**config.mk**
```make
export PLATFORM = sky130hd
export DESIGN_NAME = conv_tile_scheduler
export DESIGN_NICKNAME = d
export VERILOG_FILES = /design/src/rtl/conv_tile_scheduler_pkg.sv /design/src/rtl/conv_tile_scheduler_tile_index_counter.sv /design/src/rtl/conv_tile_scheduler.sv
export SDC_FILE = /design/constraint.sdc
export NUM_CORES = 1
export LEC_CHECK = 0
export BUFFER_PORTS_ARGS = -buffer_cell sky130_fd_sc_hd__buf_2
export CAP_MARGIN = 20
export CORE_ASPECT_RATIO = 0.75
export CORE_MARGIN = 2
export CORE_UTILIZATION = 56
export DETAILED_ROUTE_END_ITERATION = 6
export GPL_TIMING_DRIVEN = 0
export PLACE_DENSITY = 0.78
export SETUP_SLACK_MARGIN = 0.15
export SKIP_CTS_REPAIR_TIMING = 1
export SLEW_MARGIN = 0
export SYNTH_ARGS = -nofsm -noshare
export SYNTH_HDL_FRONTEND = slang
export SYNTH_SLANG_ARGS = --single-unit
```
**constraint.sdc**
```tcl
create_clock -name clk -period 5.2 [get_ports clk]
set_input_delay 1.56 -clock clk [delete_from_list [all_inputs] [get_ports clk]]
set_output_delay 1.56 -clock clk [all_outputs]
set_load 0.02 [all_outputs]
```
**src/rtl/conv_tile_scheduler_pkg.sv**
```systemverilog
// Shared types and helpers for the convolution tile scheduler: FSM state encoding,
// default layer geometry with its last-tile bases, and the per-layer tile count.
package conv_sched_pkg;

  typedef enum logic [2:0] {
    IDLE  = 3'd0,
    ISSUE = 3'd1,
    WAIT  = 3'd2,
    NEXT  = 3'd3,
    DONE  = 3'd4
  } sched_state_e;

  localparam int DEF_N  = 32;
  localparam int DEF_M  = 32;
  localparam int DEF_R  = 64;
  localparam int DEF_C  = 32;
  localparam int DEF_TN = 16;
  localparam int DEF_TM = 16;
  localparam int DEF_TR = 64;
  localparam int DEF_TC = 16;

  // Base value of the final tile along each dimension for the default geometry
  localparam int LAST_N   = DEF_N - DEF_TN;
  localparam int LAST_M   = DEF_M - DEF_TM;
  localparam int LAST_ROW = DEF_R - DEF_TR;
  localparam int LAST_COL = DEF_C - DEF_TC;

  function automatic int tile_count(input int n, input int m, input int r, input int c,
                                    input int tn, input int tm, input int tr, input int tc);
    return (n / tn) * (m / tm) * (r / tr) * (c / tc);
  endfunction

endpackage

```
**src/rtl/conv_tile_scheduler_tile_index_counter.sv**
```systemverilog
// One tile-base dimension: steps by STEP on inc and wraps to 0 after reaching LAST.
// wrap is high while the value sits at LAST, so the next dimension can chain on it.
module tile_index_counter #(
  parameter int AW   = 32,
  parameter int STEP = 16,
  parameter int LAST = 16
) (
  input  logic          clk,
  input  logic          rst,
  input  logic          clr,
  input  logic          inc,
  output logic [AW-1:0] value,
  output logic          wrap
);

  logic [AW-1:0] value_q, value_d;

  assign wrap  = (value_q == AW'(LAST));
  assign value = value_q;

  always_comb begin
    value_d = value_q;
    if (clr) begin
      value_d = '0;
    end else if (inc) begin
      value_d = wrap ? '0 : value_q + AW'(STEP);
    end
  end

  always_ff @(posedge clk or posedge rst) begin
    if (rst) value_q <= '0;
    else     value_q <= value_d;
  end

endmodule

```
**src/rtl/conv_tile_scheduler.sv**
```systemverilog
// Walks a convolution layer tile by tile (m innermost, then n, col, row outermost) and
// drives one tile engine. Optional counters under macro CONV_TILE_SCHED_PERF_EN.
//
// state | meaning
// IDLE  | waiting for layer_start; bases hold the last tile of the previous layer
// ISSUE | one-cycle conv_tile_start with bases already valid
// WAIT  | engine running; bases stable; conv_tile_done advances bases
// NEXT  | new bases visible; pick ISSUE or DONE
// DONE  | one-cycle layer_done
module conv_tile_scheduler
  import conv_sched_pkg::*;
#(
  parameter int AW = 32,
  parameter int N  = 32,
  parameter int M  = 32,
  parameter int R  = 64,
  parameter int C  = 32,
  parameter int Tn = 16,
  parameter int Tm = 16,
  parameter int Tr = 64,
  parameter int Tc = 16
) (
  input  logic          clk,
  input  logic          rst,
  input  logic          layer_start,
  output logic          layer_done,
  output logic          busy,
  output logic          conv_tile_start,
  input  logic          conv_tile_done,
  output logic [AW-1:0] tile_base_n,
  output logic [AW-1:0] tile_base_m,
  output logic [AW-1:0] tile_base_row,
  output logic [AW-1:0] tile_base_col
`ifdef CONV_TILE_SCHED_PERF_EN
  ,
  output logic [31:0]   perf_cycles,
  output logic [AW-1:0] perf_tiles
`endif
);

  localparam int LAST_N_P   = N - Tn;
  localparam int LAST_M_P   = M - Tm;
  localparam int LAST_ROW_P = R - Tr;
  localparam int LAST_COL_P = C - Tc;

  if ((N % Tn) != 0 || (M % Tm) != 0 || (R % Tr) != 0 || (C % Tc) != 0) begin : g_bad_tiling
    $error("conv_tile_scheduler: layer dimensions must be exact multiples of tile sizes");
  end

  sched_state_e state_q, state_d;
  logic         last_q, last_d;
  logic         start_ok, done_ok, adv, all_last;
  logic         n_wrap, m_wrap, row_wrap, col_wrap;

  assign start_ok = (state_q == IDLE) && layer_start;
  assign done_ok  = (state_q == WAIT) && conv_tile_done;
  assign all_last = m_wrap && n_wrap && col_wrap && row_wrap;
  // Bases move at the end of WAIT so the new tile is visible during NEXT;
  // the final tile is not advanced so its bases persist into IDLE.
  assign adv      = done_ok && !all_last;

  tile_index_counter #(.AW(AW), .STEP(Tm), .LAST(LAST_M_P)) u_cnt_m (
    .clk(clk), .rst(rst), .clr(start_ok), .inc(adv),
    .value(tile_base_m), .wrap(m_wrap));

  tile_index_counter #(.AW(AW), .STEP(Tn), .LAST(LAST_N_P)) u_cnt_n (
    .clk(clk), .rst(rst), .clr(start_ok), .inc(adv && m_wrap),
    .value(tile_base_n), .wrap(n_wrap));

  tile_index_counter #(.AW(AW), .STEP(Tc), .LAST(LAST_COL_P)) u_cnt_col (
    .clk(clk), .rst(rst), .clr(start_ok), .inc(adv && m_wrap && n_wrap),
    .value(tile_base_col), .wrap(col_wrap));

  tile_index_counter #(.AW(AW), .STEP(Tr), .LAST(LAST_ROW_P)) u_cnt_row (
    .clk(clk), .rst(rst), .clr(start_ok), .inc(adv && m_wrap && n_wrap && col_wrap),
    .value(tile_base_row), .wrap(row_wrap));

  always_ff @(posedge clk or posedge rst) begin
    if (rst) begin
      state_q <= IDLE;
      last_q  <= 1'b0;
    end else begin
      state_q <= state_d;
      last_q  <= last_d;
    end
  end

  always_comb begin
    state_d = state_q;
    last_d  = last_q;
    case (state_q)
      IDLE:  if (layer_start) state_d = ISSUE;
      ISSUE: state_d = WAIT;
      WAIT: begin
        if (conv_tile_done) begin
          state_d = NEXT;
          last_d  = all_last;
        end
      end
      NEXT:  state_d = last_q ? DONE : ISSUE;
      DONE:  state_d = IDLE;
      default: state_d = IDLE;
    endcase
  end

  always_comb begin
    busy            = (state_q != IDLE);
    conv_tile_start = (state_q == ISSUE);
    layer_done      = (state_q == DONE);
  end

`ifdef CONV_TILE_SCHED_PERF_EN
  logic [31:0]   perf_cycles_q;
  logic [AW-1:0] perf_tiles_q;

  always_ff @(posedge clk or posedge rst) begin
    if (rst) begin
      perf_cycles_q <= '0;
      perf_tiles_q  <= '0;
    end else if (start_ok) begin
      perf_cycles_q <= '0;
      perf_tiles_q  <= '0;
    end else begin
      if (busy && !(&perf_cycles_q)) perf_cycles_q <= perf_cycles_q + 32'd1;
      if (done_ok && !(&perf_tiles_q)) perf_tiles_q <= perf_tiles_q + AW'(1);
    end
  end

  assign perf_cycles = perf_cycles_q;
  assign perf_tiles  = perf_tiles_q;
`else
  // Counters are absent in this build.
`endif

endmodule

```
# Word-level counts from Yosys, hierarchy flattened
# Cells that the tools add are included.
dict set report totals {
  reg_bits 132
  latchBits 0
  mem_bits_rw 0
  rom_bits 0
  inputBits 4
  output_inout_bits 131
  word_cells 54
  memories 0
}
dict set report op_classes {
  addsub 4
  multipliers 0
  div_mod_pow 0
  n_lt_le_gt_ge 0
  eq_ne 9
  n_shift 0
  muxes 16
  n_bitwise 0
  reduce_logical 19
}
# op n
set op_table {}
lappend op_table {{2-to-1 mux 32 bit} 12}
lappend op_table {{adder 32 x 5 -> 32 bit, second input constant} 3}
lappend op_table {{equality test 32 x 5 -> 1 bit, second input constant} 3}
lappend op_table {{adder 32 x 7 -> 32 bit, second input constant} 1}
lappend op_table {{logical NOT 32 bit} 1}
lappend op_table {{one-hot mux 3 bit (4 select lines)} 1}
lappend op_table {{logical AND 1 bit} 9}
lappend op_table {{2-to-1 mux 3 bit} 3}
lappend op_table {{nonzero test 2 bit} 4}
lappend op_table {{equality test 3 x 2 -> 1 bit, second input constant} 2}
lappend op_table {{inequality test 2 bit, second input constant} 2}
lappend op_table {{AND reduction 2 bit} 2}
lappend op_table {{equality test 3 x 1 -> 1 bit, second input constant} 1}
lappend op_table {{equality test 3 bit, second input constant} 1}
lappend op_table {{logical NOT 3 bit} 1}
lappend op_table {{nonzero test 3 bit} 1}
lappend op_table {{logical NOT 1 bit} 1}

# Longest topological paths before layout
# Gate-level depths: netlist (run 1).
dict set report logic_depth {
  depth_word 11
  depth_mapped 10
  depth_no_buf 8
}

# Modules after synthesis
# A second synthesis (run 1) with hierarchy kept.
dict set report unflattened {
  hier_cells 730
  area_unflattened_um2 6682.7
}
# module n_inst cells_per_inst area_per_inst_um2 seq_area_each_um2
set by_module_without_submodules {}
lappend by_module_without_submodules {{tile_index_counter (u_cnt_col ...)} 3 169 1587.8 700.7}
lappend by_module_without_submodules {{tile_index_counter (u_cnt_row)} 1 194 1651.6 650.6}
lappend by_module_without_submodules {conv_tile_scheduler 1 29 267.8 100.1}

# Worst setup path after synthesis (run 1)
# Ideal clock, no wire load.
dict set report synth_path {
  kind {input to register}
  start {input port layer_start}
  end {register u_cnt_n.value_q[12], in the netlist u_cnt_n.value[12]}
  setup_time_ns 0.136
  t_arrival_ns 3.260
  required_time_ns 5.064
  slack_ns 1.804
  path_stages 8
  path_buffers 3
  cell_sequence {or4b_2 buf_2 o21a_1 a21o_1 buf_2 buf_4 o31ai_1 a21oi_1}
}
dict set report synth_via {
  elab_chain_cells 2
  word_cells_on_any_way 3
  classes_between {1 x mux; 2 x reduce/logical}
}
# element line
set synth_lines {}
lappend synth_lines {{start, declared} conv_tile_scheduler.sv:25} ;# input logic layer_start,
lappend synth_lines {{logical AND 1 bit (*)} conv_tile_scheduler.sv:55} ;# assign start_ok = (state_q == IDLE) && layer_start;
lappend synth_lines {{2-to-1 mux 32 bit or nonzero test 2 bit (tied branches)} --}
lappend synth_lines {{end signal, assigned} conv_tile_scheduler_tile_index_counter.sv:32} ;# else value_q <= value_d;
lappend synth_lines {{end, declared} conv_tile_scheduler_tile_index_counter.sv:16} ;# logic [AW-1:0] value_q, value_d;
# Mark *: on every way between the ends. The rest lies on a longest branch, timed or not.
# A chain may end at the register's enable or synchronous reset.

# Final worst setup path (run 1)
dict set report layout_path {
  start {register u_cnt_col.value_q[5], in the netlist u_cnt_col.value[5]}
  end {register u_cnt_n.value_q[16], in the netlist u_cnt_n.value[16]}
}
dict set report layout_via {
  elab_chain_cells 7
}
# element line
set layout_lines {}
lappend layout_lines {{start, declared} conv_tile_scheduler_tile_index_counter.sv:16}
lappend layout_lines {{start signal, assigned} conv_tile_scheduler_tile_index_counter.sv:32}
lappend layout_lines {{equality test 32 x 5 -> 1 bit} conv_tile_scheduler_tile_index_counter.sv:18} ;# assign wrap = (value_q == AW'(LAST));
lappend layout_lines {{logical AND 1 bit (2 in series)} conv_tile_scheduler.sv:57} ;# assign all_last = m_wrap && n_wrap && col_wrap && row_wrap;
lappend layout_lines {{logical NOT 1 bit} conv_tile_scheduler.sv:60} ;# assign adv = done_ok && !all_last;
lappend layout_lines {{logical AND 1 bit} conv_tile_scheduler.sv:60}
lappend layout_lines {{logical AND 1 bit} conv_tile_scheduler.sv:67} ;# .clk(clk), .rst(rst), .clr(start_ok), .inc(adv && m_wrap),
lappend layout_lines {{nonzero test 2 bit (no source line)} --}
# Every way passes these cells.

==> qor.csv, run 1 <==
metric,value,unit
hold_depth,2,
setup_viol,0,
clkSlewWorstSetupHoldPaths,0.06,ns
finalNetCount,937,
synth.distinct_cells,58,
fin_crit_sh,0.741,
critPathKind,flop to flop,
antenna_cells,0,
path_depth,10,
synth_top_family_by_area,simple AND/OR/NAND/NOR gates,
top_usage_layer,met2,
hold_class,flop to flop,
overflow,0,
place_inst,1067,
power.internal,1.94,mW
drive_gt1_frac,0.215,
drv_slew,0,
power-per-cell-area,349,nW/um^2
met2_usage,0.456,
cp.arrival,4.17,ns
grt_use_met3,0.0548,
routed_wl,19700,um
rsz0062_at_grt,no,
drc,0,
grt_pass1_wl,31500,um
hold_viol,0,
clock_path_buffers,2,
status,"complete, no violations",
skew,0.0152,ns
synth-main-ff-cell,dfrtp_1,
cts-htree-levels,4,
synth_compound_area_frac,0.163,
crit_slowest_cell,nor4_2,
async_flop_share,1.00,
synth_area_per_cell,8.75,sq um
crit_fanout,10,
synth_area,6750,sq um
grt_start_max_net_pins,68,
maxCapViolCount,0,
p_sw,0.939,mW
antenna_found_initial,0,
synthCells,771,
ys_seq_area_frac,0.423,
crit_family,simple AND/OR/NAND/NOR gates,
clkPwrFrac,0.430,
power.leakage,3.82,nW
holdWs,0.534,ns
insertion_delay,0.41,ns
grtUsageMet1,0.452,
stdcell_count,1099,
path_buf_inv,3,
synth-seq-cells,114,
cts_buffers,17,
dp_hpwl,13700,um
synth-adder-area-share,0.0148,
cts_root_buf,clkbuf_16,
place_congestion,0.886,
num_vias,6893,
ant_nets,0,
portBuffers,116,
cts.sinks,114,
fmax,0.260,GHz
via_per_inst,6.27,
startpoint_type,flop,
syn_to_final_growth,22.5,%
worst_ep_required_time,5.52,ns
switching_share,0.326,
die_w,131,um
synth_simple_gate_area_frac,0.301,
comb_power_share,0.235,
finalSetupTns,0,ns
grt_usage,0.306,
wl_per_cell,18.0,um
crit_chain,inv_1 > ha_1 > nor4b_1 > nand4_1 > nor4_2 > a21o_1 > buf_2 > buf_4 > o31ai_1 > a21oi_1,
dpl-instance-area,7620,sq um
drt_iter0_markers,656,
period_minus_slack,3.85,ns
max-slew-margin-rel,0.253,
die_h,99.0,um
peakVddDrop,277,uV
muxShareOfSynthArea,0.00594,
tritoncts,yes,
crit_path_end_kind,flop,
synthXorXnorAreaFrac,0.0338,
reg2reg_depth,10,
cp_slowest_stage_delay,1.00,ns
yosys_warnings,0,
dieArea,12900,sq um
tightestPinTransition,1.11,ns
coreArea,11700,sq um
rows,34,
boundaryPins,135,
firstDrtPassIters,6,
start_util,0.579,
design_area,8260,sq um
grt_pass1_vias,6248,
synth_edf_count,0,
fin_util,0.709,
seq_power_share,0.335,
sequential cells by signal, indices dropped and copies added, names as in the netlist:
signal,cells
u_cnt_n.value,28
last_q,1
state_q,3
u_cnt_row.value,26
u_cnt_col.value,28
u_cnt_m.value,28
cell type report:
class                   instances  area, sq um
clock buffers                  23          508
flip-flops and latches        114         2850
plain buffers                  58          337
fillers                       912         3390
inverters                      15         61.3
repair buffers                118          616
multi-input cells             601         3560
well taps                     162          203
clock inverters                 8          124
worst paths after layout:
| check | start | to | slack, ns |
|---|---|---|---|
| setup / recovery | u_cnt_col.value[5]$_DFFE_PP0P_ | u_cnt_n.value[16]$_DFFE_PP0P_ | 1.35 |
| hold / removal | last_q$_DFFE_PP0P_ | last_q$_DFFE_PP0P_ | 0.53 |
| setup reg to reg | u_cnt_col.value[5]$_DFFE_PP0P_ | u_cnt_n.value[16]$_DFFE_PP0P_ | 1.35 |
| hold reg to reg | last_q$_DFFE_PP0P_ | last_q$_DFFE_PP0P_ | 0.53 |
| max in group asynchronous | rst | u_cnt_row.value[28]$_DFFE_PP0P_ | 3.34 |
| min in group asynchronous | rst | u_cnt_m.value[30]$_DFFE_PP0P_ | 1.17 |
Yosys cell counts (3+ instances only):
library cell / n / area share
xor2_1: 8 / 0.010
nor4_1: 22 / 0.020
mux2i_1: 4 / 0.0059
nor4b_1: 3 / 0.0039
o31ai_1: 31 / 0.035
ha_1: 8 / 0.015
o211ai_1: 5 / 0.0056
buf_1: 3 / 0.0017
and4_1: 9 / 0.012
nor4_2: 4 / 0.0074
buf_2: 11 / 0.0082
a21o_1: 3 / 0.0033
o21a_1: 5 / 0.0056
nand4_1: 28 / 0.026
nand3_1: 43 / 0.032
a21oi_1: 41 / 0.030
inv_1: 15 / 0.0083
a31oi_1: 7 / 0.0065
or4_1: 16 / 0.018
clkbuf_1: 20 / 0.011
nor2b_1: 8 / 0.0074
or3_1: 25 / 0.023
o21ai_0: 63 / 0.047
nor3_1: 19 / 0.014
buf_4: 20 / 0.022
nand4b_1: 4 / 0.0052
nor2_1: 68 / 0.038
buf_6: 4 / 0.0067
and3_1: 21 / 0.019
a211oi_1: 6 / 0.0067
o41ai_1: 6 / 0.0078
dfrtp_1: 114 / 0.42
and2_1: 4 / 0.0037
nand2_1: 71 / 0.040
xnor2_1: 18 / 0.023
nand2b_1: 4 / 0.0037
tightest hold or removal path, delay by kind of cell, from the launching register on:
kind / cells / cell delay (ns)
flops: 1 / 0.36
simple gates: 2 / 0.14
kinds of logic after synthesis:
family                     count (synthesis)
xor gates and xnor gates                  26
other                                      1
AOI/OAI and AO/OA                        180
DFF                                      114
and+or+nand+nor                          365
buffers and inverters                     73
muxes                                      4
adders and majority gates                  8
metrics by stage:
stage	power (mW)	worst slack (ns)
6_report	2.88	1.35
5_1_grt	2.99	1.27
4_1_cts	2.87	1.35
3_5_place_dp	1.64	0.968
3_3_place_gp	1.62	-0.756
2_1_floorplan	1.43	0.624
placed cells by master (no fill, tap or decap), drive strengths merged, types with 25 or more instances in the layout:
master	netlist	routed
buf	38	156
or3	25	25
nand2	71	71
a21oi	43	43
nor4	28	28
o31ai	31	31
dfrtp	114	114
nand3	43	43
o21ai	65	65
nand4	30	30
nor2	68	68
clkbuf	20	43
power by group through the flow:
stage / combinational [mW] / sequential (mW) / clock, mW
after floorplan: 0.435 / 0.995 / 0
after global placement: 0.635 / 0.981 / 0
after detailed placement: 0.654 / 0.982 / 0
after CTS: 0.660 / 0.967 / 1.24
after global routing: 0.738 / 0.972 / 1.28
final: 0.676 / 0.967 / 1.24
layer usage:
layer	up-vias	routed length, um
met5	-	0
met4	0	231
met1	3304	8580
met2	390	9090
met3	40	1830
li1	3159	-
(Power assumes the default switching activity.)
==> run 2, diff against run 1 <==
- ABC_AREA: unset -> 1
- CORE_UTILIZATION: 56 -> 53
- PLACE_DENSITY: 0.78 -> 0.75
- clock period: 5.2 -> 3.15 ns (I/O delays scaled with it)
==> run 2 against run 1 <==
  * The flow now finishes with violations (design-rule violations)
  * Global-route usage rose by 0.59 points
  * Register-to-register slack worse by 0.55 ns
  * Die area is 38% higher
  * Clock skew decreased by 0.0052 ns
  * Setup slack lost 0.56 ns
  * Sequential cell count unchanged
  * First-iteration DRC count rose by 33%
  * Sequential share of layout area shrank 7.3 points
  * Clock power rose by 64%
  * Critical path type is now flop to output port
==> qor.csv, run 2 <==
metric,value,unit
status,"finished, violations left",
violations,design-rule violations,
cts.sinks,114,
synth-seq-cells,114,
worst_ep_required_time,2.20,ns
antenna_cells,0,
cts-htree-levels,4,
grt_start_max_net_pins,39,
wl_per_cell,15.2,um
setup_viol,0,
cp_slowest_stage_delay,0.43,ns
ant_nets,0,
synth_area,8910,sq um
synth-main-ff-cell,dfrtp_1,
finalNetCount,1609,
crit_start,state_q[0]$_DFFE_PP0P_,
grt_usage,0.312,
crit_chain,nor3_1 > inv_1 > buf_2,
synth_area_per_cell,6.18,sq um
period_minus_slack,2.36,ns
r2r_start,u_cnt_n.value[4]$_DFFE_PP0P_,
drc,2,
synth_simple_gate_area_frac,0.463,
crit_fanout,5,
startpoint_type,flop,
clkSlewWorstSetupHoldPaths,0.06,ns
yosys-top-cells-area,"dfrtp_1, nand2_1, nor2_1",
synth.most_common_cell,nand2_1,
power.leakage,5.68,nW
crit_path_end_kind,output port,
cp.arrival,1.42,ns
synthTopCellsByCount,"nand2_1, nor2_1, inv_1, nand3_1, dfrtp_1",
finalSetupTns,0,ns
coreArea,16600,sq um
place_congestion,0.948,
drt_iter0_markers,875,
synth_top_family_by_area,simple AND/OR/NAND/NOR gates,
holdWs,0.473,ns
layout_commonest_cell,nand2_1,
antenna_found_initial,0,
synth_compound_area_frac,0.0274,
async_flop_share,1.00,
ys_seq_area_frac,0.320,
via_per_inst,5.26,
synth-adder-area-share,0.0112,
hold_class,flop to flop,
fin_crit_sh,0.749,
hp-start,last_q$_DFFE_PP0P_,
grt_pass1_wl,44500,um
grt_pass1_vias,8542,
hold_viol,0,
portBuffers,116,
muxShareOfSynthArea,0,
insertion_delay,0.43,ns
final_cell_mix,"nand2_1, nor2_1, inv_1",
fmax,0.424,GHz
syn_to_final_growth,17.8,%
reg2reg_slack,0.80,ns
drive_gt1_frac,0.141,
start_util,0.536,
max-slew-margin-rel,0.462,
rows,41,
dieArea,17900,sq um
skew,0.00997,ns
power-per-cell-area,567,nW/um^2
synth_edf_count,0,
cts_buffers,17,
firstDrtPassIters,7,
boundaryPins,135,
yosys_warnings,0,
synth.distinct_cells,38,
crit_slowest_cell,dfrtp_1,
drv_slew,0,
routed_wl,27700,um
netlist.area_leader.share,0.320,
overflow,0,
cts_root_buf,clkbuf_16,
critPathKind,flop to output port,
dp_hpwl,21200,um
synth_top_area_cell,dfrtp_1,
clock_path_buffers,2,
peakVddDrop,410,uV
die_h,116,um
maxCapViolCount,0,
die_w,154,um
synthCells,1442,
synthXorXnorAreaFrac,0.0600,
tritoncts,yes,
tightestPinTransition,0.799,ns
rsz0062_at_grt,no,
num_vias,9600,
run 2: cell count changes in the layout (fill, tap and decap cells not counted), sizes merged, moves of 17 or more:
cell	change
nand2	+392
nor2	+197
inv	+158
nand3	+112
xor2	+48
a21oi	-37
o21ai	-35
o31ai	-30
nor3	+27
nor4	-27
or3	-25
and3	-21
or4	-17
run 2: area by class of cell:
| cell class | instances | area, sq um |
|---|---|---|
| Buffer | 61 | 388 |
| Fill cell | 1641 | 6130 |
| Multi-Input combinational cell | 1109 | 5070 |
| Tap cell | 215 | 269 |
| Clock buffer | 23 | 478 |
| Sequential cell | 114 | 2850 |
| Inverter | 175 | 661 |
| Clock inverter | 9 | 129 |
| Timing Repair Buffer | 119 | 641 |
run 2: cells by family after synthesis:
logic type               count (synthesis)
AO/OA/AOI/OAI                           43
XOR/XNOR                                61
adder cells (fa/ha/maj)                  8
buffers and inverters                  236
flip-flops                             114
other                                    1
AND/OR/NAND/NOR                        979
run 2: worst paths after layout:
path,end,depth (start not counted)
max in group asynchronous,u_cnt_row.value[17]$_DFFE_PP0P_,5
max,busy,3
max reg2reg,u_cnt_n.value[20]$_DFFE_PP0P_,8
min reg2reg,state_q[0]$_DFFE_PP0P_,1
min in group asynchronous,u_cnt_col.value[14]$_DFFE_PP0P_,2
min,state_q[0]$_DFFE_PP0P_,1
run 2: per-layer routing:
layer	track usage	vias up	wire length (um)
li1	-	4789	-
met1	0.467	4391	13500
met2	0.468	386	11600
met3	0.0597	34	2210
met4	0.0765	0	388
met5	0	-	0
run 2: power breakdown:
group,switching (mW),internal (mW)
logic,1.59,0.586
clock network,0.722,1.30
registers,0.169,1.57
total,2.48,3.46
run 2: worst max-delay path: cells and delay by family (launching register included):
kind	cells	cell delay [ns]
flip-flops	1	0.43
AND/OR/NAND/NOR	1	0.29
buffers and inverters	2	0.26
run 2: per-stage QoR:
step / worst slack [ns] / cell area [sq um] / utilization / total power, mW / instances
floorplan: 0.820 / 8970 / - / 3.23 / 1459
global placement: 0.0243 / 9820 / 0.591 / 3.85 / 1790
detailed placement: 0.553 / 9880 / 0.595 / 3.90 / 1793
CTS: 0.791 / 10500 / 0.631 / 5.92 / 1825
global route: 0.699 / 10500 / 0.631 / 6.25 / 1825
finish: 0.790 / 10500 / 0.631 / 5.94 / 1825
